### config.mk
export PLATFORM = sky130hd
export DESIGN_NAME = trap_ctrl
export DESIGN_NICKNAME = d
export VERILOG_FILES = /design/src/rtl/trap_ctrl_pkg.sv /design/src/rtl/trap_ctrl_irq_sync.sv /design/src/rtl/trap_ctrl.sv
export SDC_FILE = /design/constraint.sdc
export NUM_CORES = 1
export LEC_CHECK = 0
export BUFFER_PORTS_ARGS = -buffer_cell sky130_fd_sc_hd__buf_2
export CELL_PAD_IN_SITES_DETAIL_PLACEMENT = 0
export CELL_PAD_IN_SITES_GLOBAL_PLACEMENT = 2
export CORE_UTILIZATION = 21
export CTS_BUF_LIST = sky130_fd_sc_hd__clkbuf_16
export DETAILED_ROUTE_END_ITERATION = 6
export MAX_ROUTING_LAYER = met4
export PLACE_DENSITY_LB_ADDON = 0.1
export SLEW_MARGIN = 20
export SYNTH_ARGS = -nofsm -noshare
export SYNTH_HDL_FRONTEND = slang
export SYNTH_HIERARCHICAL = 1
export SYNTH_SLANG_ARGS = --single-unit
### constraint.sdc
create_clock -name i_clk -period 2.67 [get_ports i_clk]
set_input_delay 0.1335 -clock i_clk [delete_from_list [all_inputs] [get_ports i_clk]]
set_output_delay 0.1335 -clock i_clk [all_outputs]
set_load 0.05 [all_outputs]
### src/rtl/trap_ctrl_pkg.sv
// Shared types and constants for the machine-mode trap sequencer.
package trap_ctrl_pkg;

    typedef enum logic [1:0] {
        ST_IDLE  = 2'd0,
        ST_TRAP  = 2'd1,
        ST_RET   = 2'd2,
        ST_DRAIN = 2'd3
    } trap_state_e;

    localparam logic [3:0] CAUSE_MEI = 4'd11;
    localparam logic [3:0] CAUSE_MSI = 4'd3;
    localparam logic [3:0] CAUSE_MTI = 4'd7;

    localparam logic [1:0] MTVEC_VECTORED = 2'b01;

    // Pending vector bit positions, matching the mie port order {meie,msie,mtie}.
    localparam int IRQ_EXT   = 2;
    localparam int IRQ_SW    = 1;
    localparam int IRQ_TIMER = 0;

    // Fixed priority ext > sw > timer; only meaningful when pend is non-zero.
    function automatic logic [3:0] irq_cause(input logic [2:0] pend);
        logic [3:0] code;
        if (pend[IRQ_EXT])     code = CAUSE_MEI;
        else if (pend[IRQ_SW]) code = CAUSE_MSI;
        else                   code = CAUSE_MTI;
        return code;
    endfunction

endpackage

### src/rtl/trap_ctrl_irq_sync.sv
// Multi-flop synchronizer for one asynchronous level interrupt line.
module irq_sync #(
    parameter int STAGES = 2    // must be >= 2
) (
    input  logic i_clk,
    input  logic i_rst_n,
    input  logic i_async,
    output logic o_sync
);

    logic [STAGES-1:0] r_chain;

    // Shift the raw level through the flop chain; cleared by sync reset.
    always_ff @(posedge i_clk) begin
        if (!i_rst_n) r_chain <= '0;
        else          r_chain <= {r_chain[STAGES-2:0], i_async};
    end

    assign o_sync = r_chain[STAGES-1];

endmodule

### src/rtl/trap_ctrl.sv
// Machine-mode trap sequencer: interrupt entry and mret return for the 3-stage core.
//
// state    | meaning
// ---------+---------------------------------------------------------------
// ST_IDLE  | watching EX for mret or a pending irq on a real instruction
// ST_TRAP  | redirecting to mtvec; CSR strobes on first cycle, held on stall
// ST_RET   | redirecting to mepc; mstatus restore on first cycle, held on stall
// ST_DRAIN | one extra flush cycle to clear the second pipeline stage
module trap_ctrl
    import trap_ctrl_pkg::*;
#(
    parameter int DW          = 32,
    parameter int SYNC_STAGES = 2,
    parameter bit VECTORED_EN = 1'b1
) (
    input  logic          i_clk,
    input  logic          i_rst_n,
    input  logic          i_irq_ext,
    input  logic          i_irq_sw,
    input  logic          i_irq_timer,
    input  logic          i_mstatus_mie,
    input  logic [2:0]    i_mie,
    input  logic          i_is_mret,
    input  logic          i_ex_valid,
    input  logic [DW-1:0] i_pc_ex,
    input  logic          i_stall_in,
    input  logic [DW-1:0] i_mtvec,
    input  logic [DW-1:0] i_mepc_q,
    output logic          o_ex_kill,
    output logic          o_flush,
    output logic          o_redirect,
    output logic [DW-1:0] o_redirect_pc,
    output logic          o_mepc_we,
    output logic [DW-1:0] o_mepc_wdata,
    output logic          o_mcause_we,
    output logic [DW-1:0] o_mcause_wdata,
    output logic          o_mstatus_trap,
    output logic          o_mstatus_mret,
    output logic          o_busy
);

    localparam logic [DW-1:0] ALIGN4_MASK = {{(DW-2){1'b1}}, 2'b00};

    trap_state_e   r_state;
    trap_state_e   w_state_nxt;
    logic [DW-1:0] r_epc;
    logic [3:0]    r_cause;
    logic          r_done;

    logic [2:0]    w_irq_sync;
    logic [2:0]    w_pending;
    logic          w_capture;
    logic [DW-1:0] w_trap_pc;

    logic          w_ex_kill;
    logic          w_flush;
    logic          w_redirect;
    logic [DW-1:0] w_redirect_pc;
    logic          w_mepc_we;
    logic          w_mcause_we;
    logic [DW-1:0] w_mcause_wdata;
    logic          w_mstatus_trap;
    logic          w_mstatus_mret;

    irq_sync #(.STAGES(SYNC_STAGES)) u_sync_ext (
        .i_clk(i_clk), .i_rst_n(i_rst_n), .i_async(i_irq_ext), .o_sync(w_irq_sync[IRQ_EXT])
    );
    irq_sync #(.STAGES(SYNC_STAGES)) u_sync_sw (
        .i_clk(i_clk), .i_rst_n(i_rst_n), .i_async(i_irq_sw), .o_sync(w_irq_sync[IRQ_SW])
    );
    irq_sync #(.STAGES(SYNC_STAGES)) u_sync_timer (
        .i_clk(i_clk), .i_rst_n(i_rst_n), .i_async(i_irq_timer), .o_sync(w_irq_sync[IRQ_TIMER])
    );

    assign w_pending = w_irq_sync & i_mie & {3{i_mstatus_mie}};

    // Vectored mode adds 4*cause to the aligned base; direct mode uses the base alone.
    always_comb begin
        w_trap_pc = i_mtvec & ALIGN4_MASK;
        if (VECTORED_EN && (i_mtvec[1:0] == MTVEC_VECTORED))
            w_trap_pc = w_trap_pc + {{(DW-6){1'b0}}, r_cause, 2'b00};
    end

    // State register.
    always_ff @(posedge i_clk) begin
        if (!i_rst_n) r_state <= ST_IDLE;
        else          r_state <= w_state_nxt;
    end

    // Capture the killed instruction's PC and the winning cause on trap entry.
    always_ff @(posedge i_clk) begin
        if (!i_rst_n) begin
            r_epc   <= '0;
            r_cause <= '0;
        end else if (w_capture) begin
            r_epc   <= i_pc_ex;
            r_cause <= irq_cause(w_pending);
        end
    end

    // Marks that the one-shot CSR strobes of TRAP/RET have already been issued.
    always_ff @(posedge i_clk) begin
        if (!i_rst_n) r_done <= 1'b0;
        else          r_done <= (r_state == ST_TRAP) || (r_state == ST_RET);
    end

    // Next-state and output decode; mret wins over a coincident irq.
    always_comb begin
        w_state_nxt    = r_state;
        w_capture      = 1'b0;
        w_ex_kill      = 1'b0;
        w_flush        = 1'b0;
        w_redirect     = 1'b0;
        w_redirect_pc  = '0;
        w_mepc_we      = 1'b0;
        w_mcause_we    = 1'b0;
        w_mcause_wdata = '0;
        w_mstatus_trap = 1'b0;
        w_mstatus_mret = 1'b0;
        case (r_state)
            ST_IDLE: begin
                if (i_is_mret && i_ex_valid && !i_stall_in) begin
                    w_state_nxt = ST_RET;
                end else if ((|w_pending) && i_ex_valid && !i_stall_in) begin
                    w_ex_kill   = 1'b1;
                    w_capture   = 1'b1;
                    w_state_nxt = ST_TRAP;
                end
            end
            ST_TRAP: begin
                w_flush        = 1'b1;
                w_redirect     = 1'b1;
                w_redirect_pc  = w_trap_pc;
                w_mepc_we      = !r_done;
                w_mcause_we    = !r_done;
                w_mstatus_trap = !r_done;
                w_mcause_wdata = {1'b1, {(DW-5){1'b0}}, r_cause};
                if (!i_stall_in) w_state_nxt = ST_DRAIN;
            end
            ST_RET: begin
                w_flush        = 1'b1;
                w_redirect     = 1'b1;
                w_redirect_pc  = i_mepc_q & ALIGN4_MASK;
                w_mstatus_mret = !r_done;
                if (!i_stall_in) w_state_nxt = ST_DRAIN;
            end
            ST_DRAIN: begin
                w_flush     = 1'b1;
                w_state_nxt = ST_IDLE;
            end
            default: w_state_nxt = ST_IDLE;
        endcase
    end

    // Control outputs are forced low while reset is asserted.
    assign o_ex_kill      = w_ex_kill      & i_rst_n;
    assign o_flush        = w_flush        & i_rst_n;
    assign o_redirect     = w_redirect     & i_rst_n;
    assign o_mepc_we      = w_mepc_we      & i_rst_n;
    assign o_mcause_we    = w_mcause_we    & i_rst_n;
    assign o_mstatus_trap = w_mstatus_trap & i_rst_n;
    assign o_mstatus_mret = w_mstatus_mret & i_rst_n;
    assign o_busy         = (r_state != ST_IDLE) & i_rst_n;
    assign o_redirect_pc  = w_redirect_pc  & {DW{i_rst_n}};
    assign o_mcause_wdata = w_mcause_wdata & {DW{i_rst_n}};
    assign o_mepc_wdata   = r_epc;

endmodule

==> results of run 1 <==
-- repair_timing --
| action | in CTS | in global routing |
|---|---|---|
| setup buffers | 3 | 1 |
| pin swaps | 2 | 1 |
| setup endpoints to repair | 12 | 9 |
| resized for setup | 4 | 7 |
| gates cloned | 1 | 0 |
-- worst paths after layout --
check / to / slack (ps) / depth (start not counted)
setup / recovery: o_redirect_pc[8] / 140 / 9
hold reg to reg: u_sync_sw/r_chain[1] / 440 / 1
hold / removal: u_sync_ext/r_chain[0] / 30 / 2
setup reg to reg: o_mepc_wdata[10] / 720 / 6
-- sequential cells by signal (all words and copies together) (netlist names) --
signal,cells
r_cause,3
u_sync_ext/r_chain,2
r_done,1
r_state,2
o_mepc_wdata,32
u_sync_timer/r_chain,2
u_sync_sw/r_chain,2
-- report_power, final --
part	switching (mW)	internal (mW)	total (mW)
sequential	0.0165	0.685	0.701
combinational	0.607	0.219	0.826
clock	0.264	0.440	0.704
-- cell usage in the layout (no fill, tap or decap), types with 6 or more instances in the layout --
cell type,count
xor2_1,11
nand2_1,81
inv_1,6
o21ai_0,14
ha_1,7
and2_1,11
buf_2,177
and3_1,9
dfxtp_1,44
o21ai_1,44
nor2_1,7
and4_1,6
xnor2_1,17
nand3_1,43
conb_1,29
buf_4,14
nor3_1,6
-- routing by layer --
metal  GRT usage  vias up  wire length, um
met1      0.1832     1495             4835
li1            -     1701                -
met4     0.02973        0               77
met2      0.2230      125             4799
met3     0.02928        7              784
met5           -        -                0
-- worst max-delay path: stages (launching register included) --
cell      delay (ps)
dfxtp_1          310
ha_1             200
fa_2             380
a211oi_4         250
buf_4            190
nor4_4            60
buf_4            170
xnor2_1          110
o22ai_1          110
buf_2            300
-- cells by family after synthesis --
kind of cell | count (synthesis)
and+or+nand+nor | 185
other | 1
DFF | 44
xor gates and xnor gates | 28
adders and majority gates | 8
AOI/OAI and AO/OA | 78
muxes | 3
buffers and inverters | 65
-- through the flow --
stage	worst slack [ps]	std cells	hold slack [ps]	setup TNS (ps)
floorplan	75.00	440	255.2	0
global placement	-195.7	752	334.1	-1455
detailed placement	69.19	752	339.6	0
CTS	2.666	764	24.47	0
global route	11.17	765	38.31	0
finish	140.2	765	33.62	0
-- layout make-up --
| type | count | area (um2) | share of cell area |
|---|---|---|---|
| Tap cell | 180 | 225.2 | 0.05259 |
| Sequential cell | 44 | 880.8 | 0.2057 |
| Clock inverter | 3 | 42.54 | 0.009933 |
| Timing Repair Buffer | 195 | 1041 | 0.2431 |
| Multi-Input combinational cell | 332 | 1946 | 0.4543 |
| Inverter | 6 | 22.52 | 0.005259 |
| Clock buffer | 5 | 125.1 | 0.02921 |
==> metrics.txt, run 1 <==
hold violation count in the final report=0; PwrDens=about 520 nW/um2; drc violations=0; Final period util=0.9475; layout cells sized above 1=0.3709; total power=2.230 mW; max cap viols=0; Placed Instance Area=roughly 4000 um2; Synthesis Warnings=6; die height=122.8 um; final slew viol count=0; synth unique cells=41; RD Place Congestion=0.6936; largest family of logic cells by synthesized area=simple AND/OR/NAND/NOR gates; outcome=finished clean; htree depth=2; drt initial violations=91; Synth area leaders=dfxtp_1, nand2_1, buf_4, nand3_1, o21ai_1; wire length per cell=13.72 um; hold_buf cts=0; Post-synth ARST share=0; Worst Skew=12.01 ps; worst endpoint required time=roughly 2500 ps; vias after detailed routing=~3,300; CP startpoint=r_cause[1]; Cells after Synth=412; fmax=roughly 400 MHz; CP startpoint kind=register; area of the mapped netlist=3064 um2; Core ar.=14,040 um2; crit path time final=2530 ps; hpwl dp=8.111 mm; crit end category=output pin; post-synthesis mux area share=0.009800; most common cell in the netlist=nand2_1; critical hold path startpoint=i_irq_ext; Antenna Cells=0; antenna violations before repair=0; vias in the first global route=3,082; largest net degree at the start of global routing=45; Peak VDD IR=between 0.3 and 0.4 mV; Compound-Gate Fraction of Synth Area=0.1437; Via density=4.350; clock sinks=44; sequential share of the synthesized area=0.2875; Worst Path Max Fanout=6; #FFs+latches synth=44; DRT Wirelength=10.50 mm; DR pass1 iterations=4; Leak Pwr=2.002 nW; Inserted Clock Buffers=5; Area Growth Syn to Fin=39.77%; EDFF count, synth=0; post-synthesis xor/xnor area fraction=0.08003; Worst-Margin Slew=579.6 ps; post-synthesis adder-cell area fraction=0.03512; worst path arrival time=2400 ps; first-pass GRT wire length=16.07 mm; Final Util=0.3050; max_slew headroom=0.6122; die area=15,080 um2; Clock Tree Buf Depth=2; clk_lat worst skew=a little under 300 ps; crit path kind=reg -> out; Mean Syn Cell Area=7.437 um2; CTS tree=yes; Post-Synth Simple-Gate Area=0.3152; fin nets=700; row cnt=between 40 and 50; Worst-path clk slew=70 ps; Hold WC Path Type=in -> reg; Starting Density=0.2182; clock root buffer=clkbuf_16; FILL cells=roughly 1,600; GRT Residual Overflow=0; Post-Layout Inst Area=between 4000 and 5000 um2; Total Routing Usage GR=0.1406; Commonest cells post-synth=nand2_1, dfxtp_1, nand3_1, o21ai_1, buf_4; Post-DRT Antenna Nets=0; Synth top area share=0.2875; # IOs=between 200 and 250; Worst R2R Start=u_sync_timer/r_chain[1]; area leader, netlist=dfxtp_1; PortBufs=180; Main synth FF type=dfxtp_1; final setup fails=0; unrepaired setup endpoints after global routing=no; die width=122.8 um
No activity file was read; power rests on OpenSTA's default activity.
==> inputs of run 2 (changes only) <==
- CORE_MARGIN: unset -> 2
==> run 2 against run 1 <==
  * Setup slack improved by 45 ps
  * Fmax rose by 1.8%
  * Core utilization fell by 1.0 points
  * Sequential share of layout area rose by 0.26 points
  * First-iteration DRC count rose by 89%
  * Global-route usage fell by 1.4 points
  * Sequential power barely moved
  * Die area rose by 3.3%
  * Largest cell class unchanged
  * Largest power group unchanged
==> metrics.txt, run 2 (synthesis results as in run 1) <==
drt initial violations=172 (+89%); clock sinks=44 (unchanged); fin cells=764 (-0.13%); final slew viol count=0 (unchanged); clock root buffer=clkbuf_16; max_slew headroom=0.6120 (about the same); Leak Pwr=1.954 nW (-2.4%); first-pass GRT wire length=15.92 mm (-0.95%); Crit path max-delay family=buffers and inverters; Inserted Clock Buffers=5 (unchanged); Pint=1.248 mW (-7.1%); PwrDens=500.1 nW/um2 (-4.0%); Final period util=0.9308 (-0.01670); Total Routing Usage GR=0.1270 (-0.01364); htree depth=2 (unchanged); Max stage delay on crit path=390 ps (about the same); Via density=4.247 (-2.4%); crit path kind=reg -> out; die width=124.8 um (+1.6%); row cnt=44 (+2.3%); crit end category=output pin; dpl ws=221.3 ps (+152.1 ps); Post-Layout Inst Area=4235 um2 (-1.1%); unrepaired setup endpoints after global routing=no; most common cell after layout, fill and taps aside=buf_2; part of the power in registers=0.332 (+0.018); Worst Skew=7.006 ps (-5.001 ps); worst endpoint required time=2540 ps (about the same); max cap viols=0 (unchanged); reg-to-reg setup timing slack=960 ps (+240 ps); Placed Instance Area=3999 um2 (-0.84%); DP Cell Count=752 (unchanged); Critical R2R Capture=o_mepc_wdata[7]; DRT Wirelength=10.26 mm (-2.3%); Worst R2R Start=u_sync_ext/r_chain[1]; Sw Ratio=0.4108 (+0.01307); vias after detailed routing=3,245 (-2.5%); antenna violations before repair=0 (unchanged); Worst Reg-to-Reg Cells=6 (unchanged); Net Sw Power=870.1 uW (-1.9%); vias in the first global route=3,072 (-0.32%); commonest cells after routing, fill and taps aside=buf_2, nand2_1, o21ai_1; Starting Density=0.2133 (-0.004959); Hold Crit Depth=2 (unchanged); CP startpoint kind=register; crit path time final=2485 ps (-44.60 ps); wire length per cell=13.43 um (-2.1%); die area=15,570 um2 (+3.3%); outcome=finished clean; largest net degree at the start of global routing=65 (+44%); Buf/Inv on CP=2 (-1); Fin Setup TNS=0 ps (unchanged); hpwl dp=7.954 mm (-1.9%); CP Cell Sequence=ha_4 -> fa_2 -> a211oi_2 -> nor4_4 -> buf_4 -> nand3_1 -> xor2_1 -> o21ai_1 -> buf_2; PortBufs=180 (unchanged); combinational fraction of design power=0.382 (+0.012); Hold WS=46.92 ps (+13.30 ps); final worst slack=184.8 ps (+44.60 ps); Core ar.=14,370 um2 (+2.3%); Antenna Cells=0 (unchanged); final setup fails=0 (unchanged); drc violations=0 (unchanged); Post-DRT Antenna Nets=0 (unchanged); Peak VDD IR=0.3025 mV (-7.9%); CTS tree=yes; GRT Residual Overflow=0 (unchanged); critical hold path startpoint=i_irq_ext; DR pass1 iterations=4 (unchanged); max reg flops=32 (unchanged); WHS Endpoint=u_sync_ext/r_chain[0]; critical path's slowest cell=nor4_4; hold_buf cts=0 (unchanged); Area Growth Syn to Fin=38.22%; worst path arrival time=2350 ps (-50 ps); CP startpoint=r_cause[1]; clock share of power=0.287 (-0.029); hold violation count in the final report=0 (unchanged); Worst-path clk slew=60 ps (about the same); Hold WC Path Type=in -> reg; clk_lat worst skew=280 ps (about the same); Clock Tree Buf Depth=2 (unchanged); die height=124.8 um (+1.6%); layout cells sized above 1=0.3690 (-0.001975); Worst-Margin Slew=582.1 ps (+2.444 ps); fmax=402.4 MHz (+1.8%); fin nets=695 (-0.71%); RD Place Congestion=0.7419 (+7.0%); # IOs=212 (unchanged); Worst Path Max Fanout=5 (-1)
-- run 2: final cells by class --
cell class | count | area [um2]
fillers | 1634 | 10130
multi-input cells | 331 | 1941
repair buffers | 191 | 1017
flip-flops and latches | 44 | 882.1
well taps | 184 | 230.2
clock buffers | 5 | 125.1
inverters | 6 | 22.52
clock inverters | 3 | 17.52
-- run 2: how the worst max path moves through the flow --
| stage | to | slack [ps] | cells past startpoint |
|---|---|---|---|
| finish | o_redirect_pc[28] | 180 | 9 |
| global route | o_redirect_pc[30] | 60 | 9 |
| CTS | o_redirect_pc[16] | 5 | 9 |
| detailed placement | o_redirect_pc[26] | 220 | 9 |
| global placement | o_redirect_pc[26] | 290 | 9 |
| floorplan | o_redirect_pc[8] | 80 | 7 |
-- run 2: power groups by stage --
stage | Sequential, mW | Combinational [mW] | Clock (mW)
floorplan | 0.735 | 0.606 | 0
global placement | 0.715 | 0.802 | 0
detailed placement | 0.717 | 0.801 | 0
CTS | 0.701 | 0.803 | 0.640
global route | 0.704 | 0.871 | 0.669
finish | 0.702 | 0.808 | 0.607
-- run 2: through the flow --
step	power, mW	util
5_1_grt	2.244	0.2948
3_5_place_dp	1.518	0.2783
6_report	2.118	0.2948
4_1_cts	2.144	0.2882
3_3_place_gp	1.517	0.2783
2_1_floorplan	1.342	-
-- run 2: timing repair --
item | in CTS | in global routing
pin swaps | 1 | 5
resized for setup | 0 | 21
endpoints found under the setup margin | 10 | 11
buffers inserted | 0 | 3
cloned | 0 | 1
-- run 2: layer usage --
layer  part of all wire  up-vias  GRT usage
met5                  0        -          -
met4             0.0054        0    0.02181
met3              0.064        4    0.02792
met2               0.46      123     0.2054
met1               0.47     1434     0.1652
li1                   -     1684          -
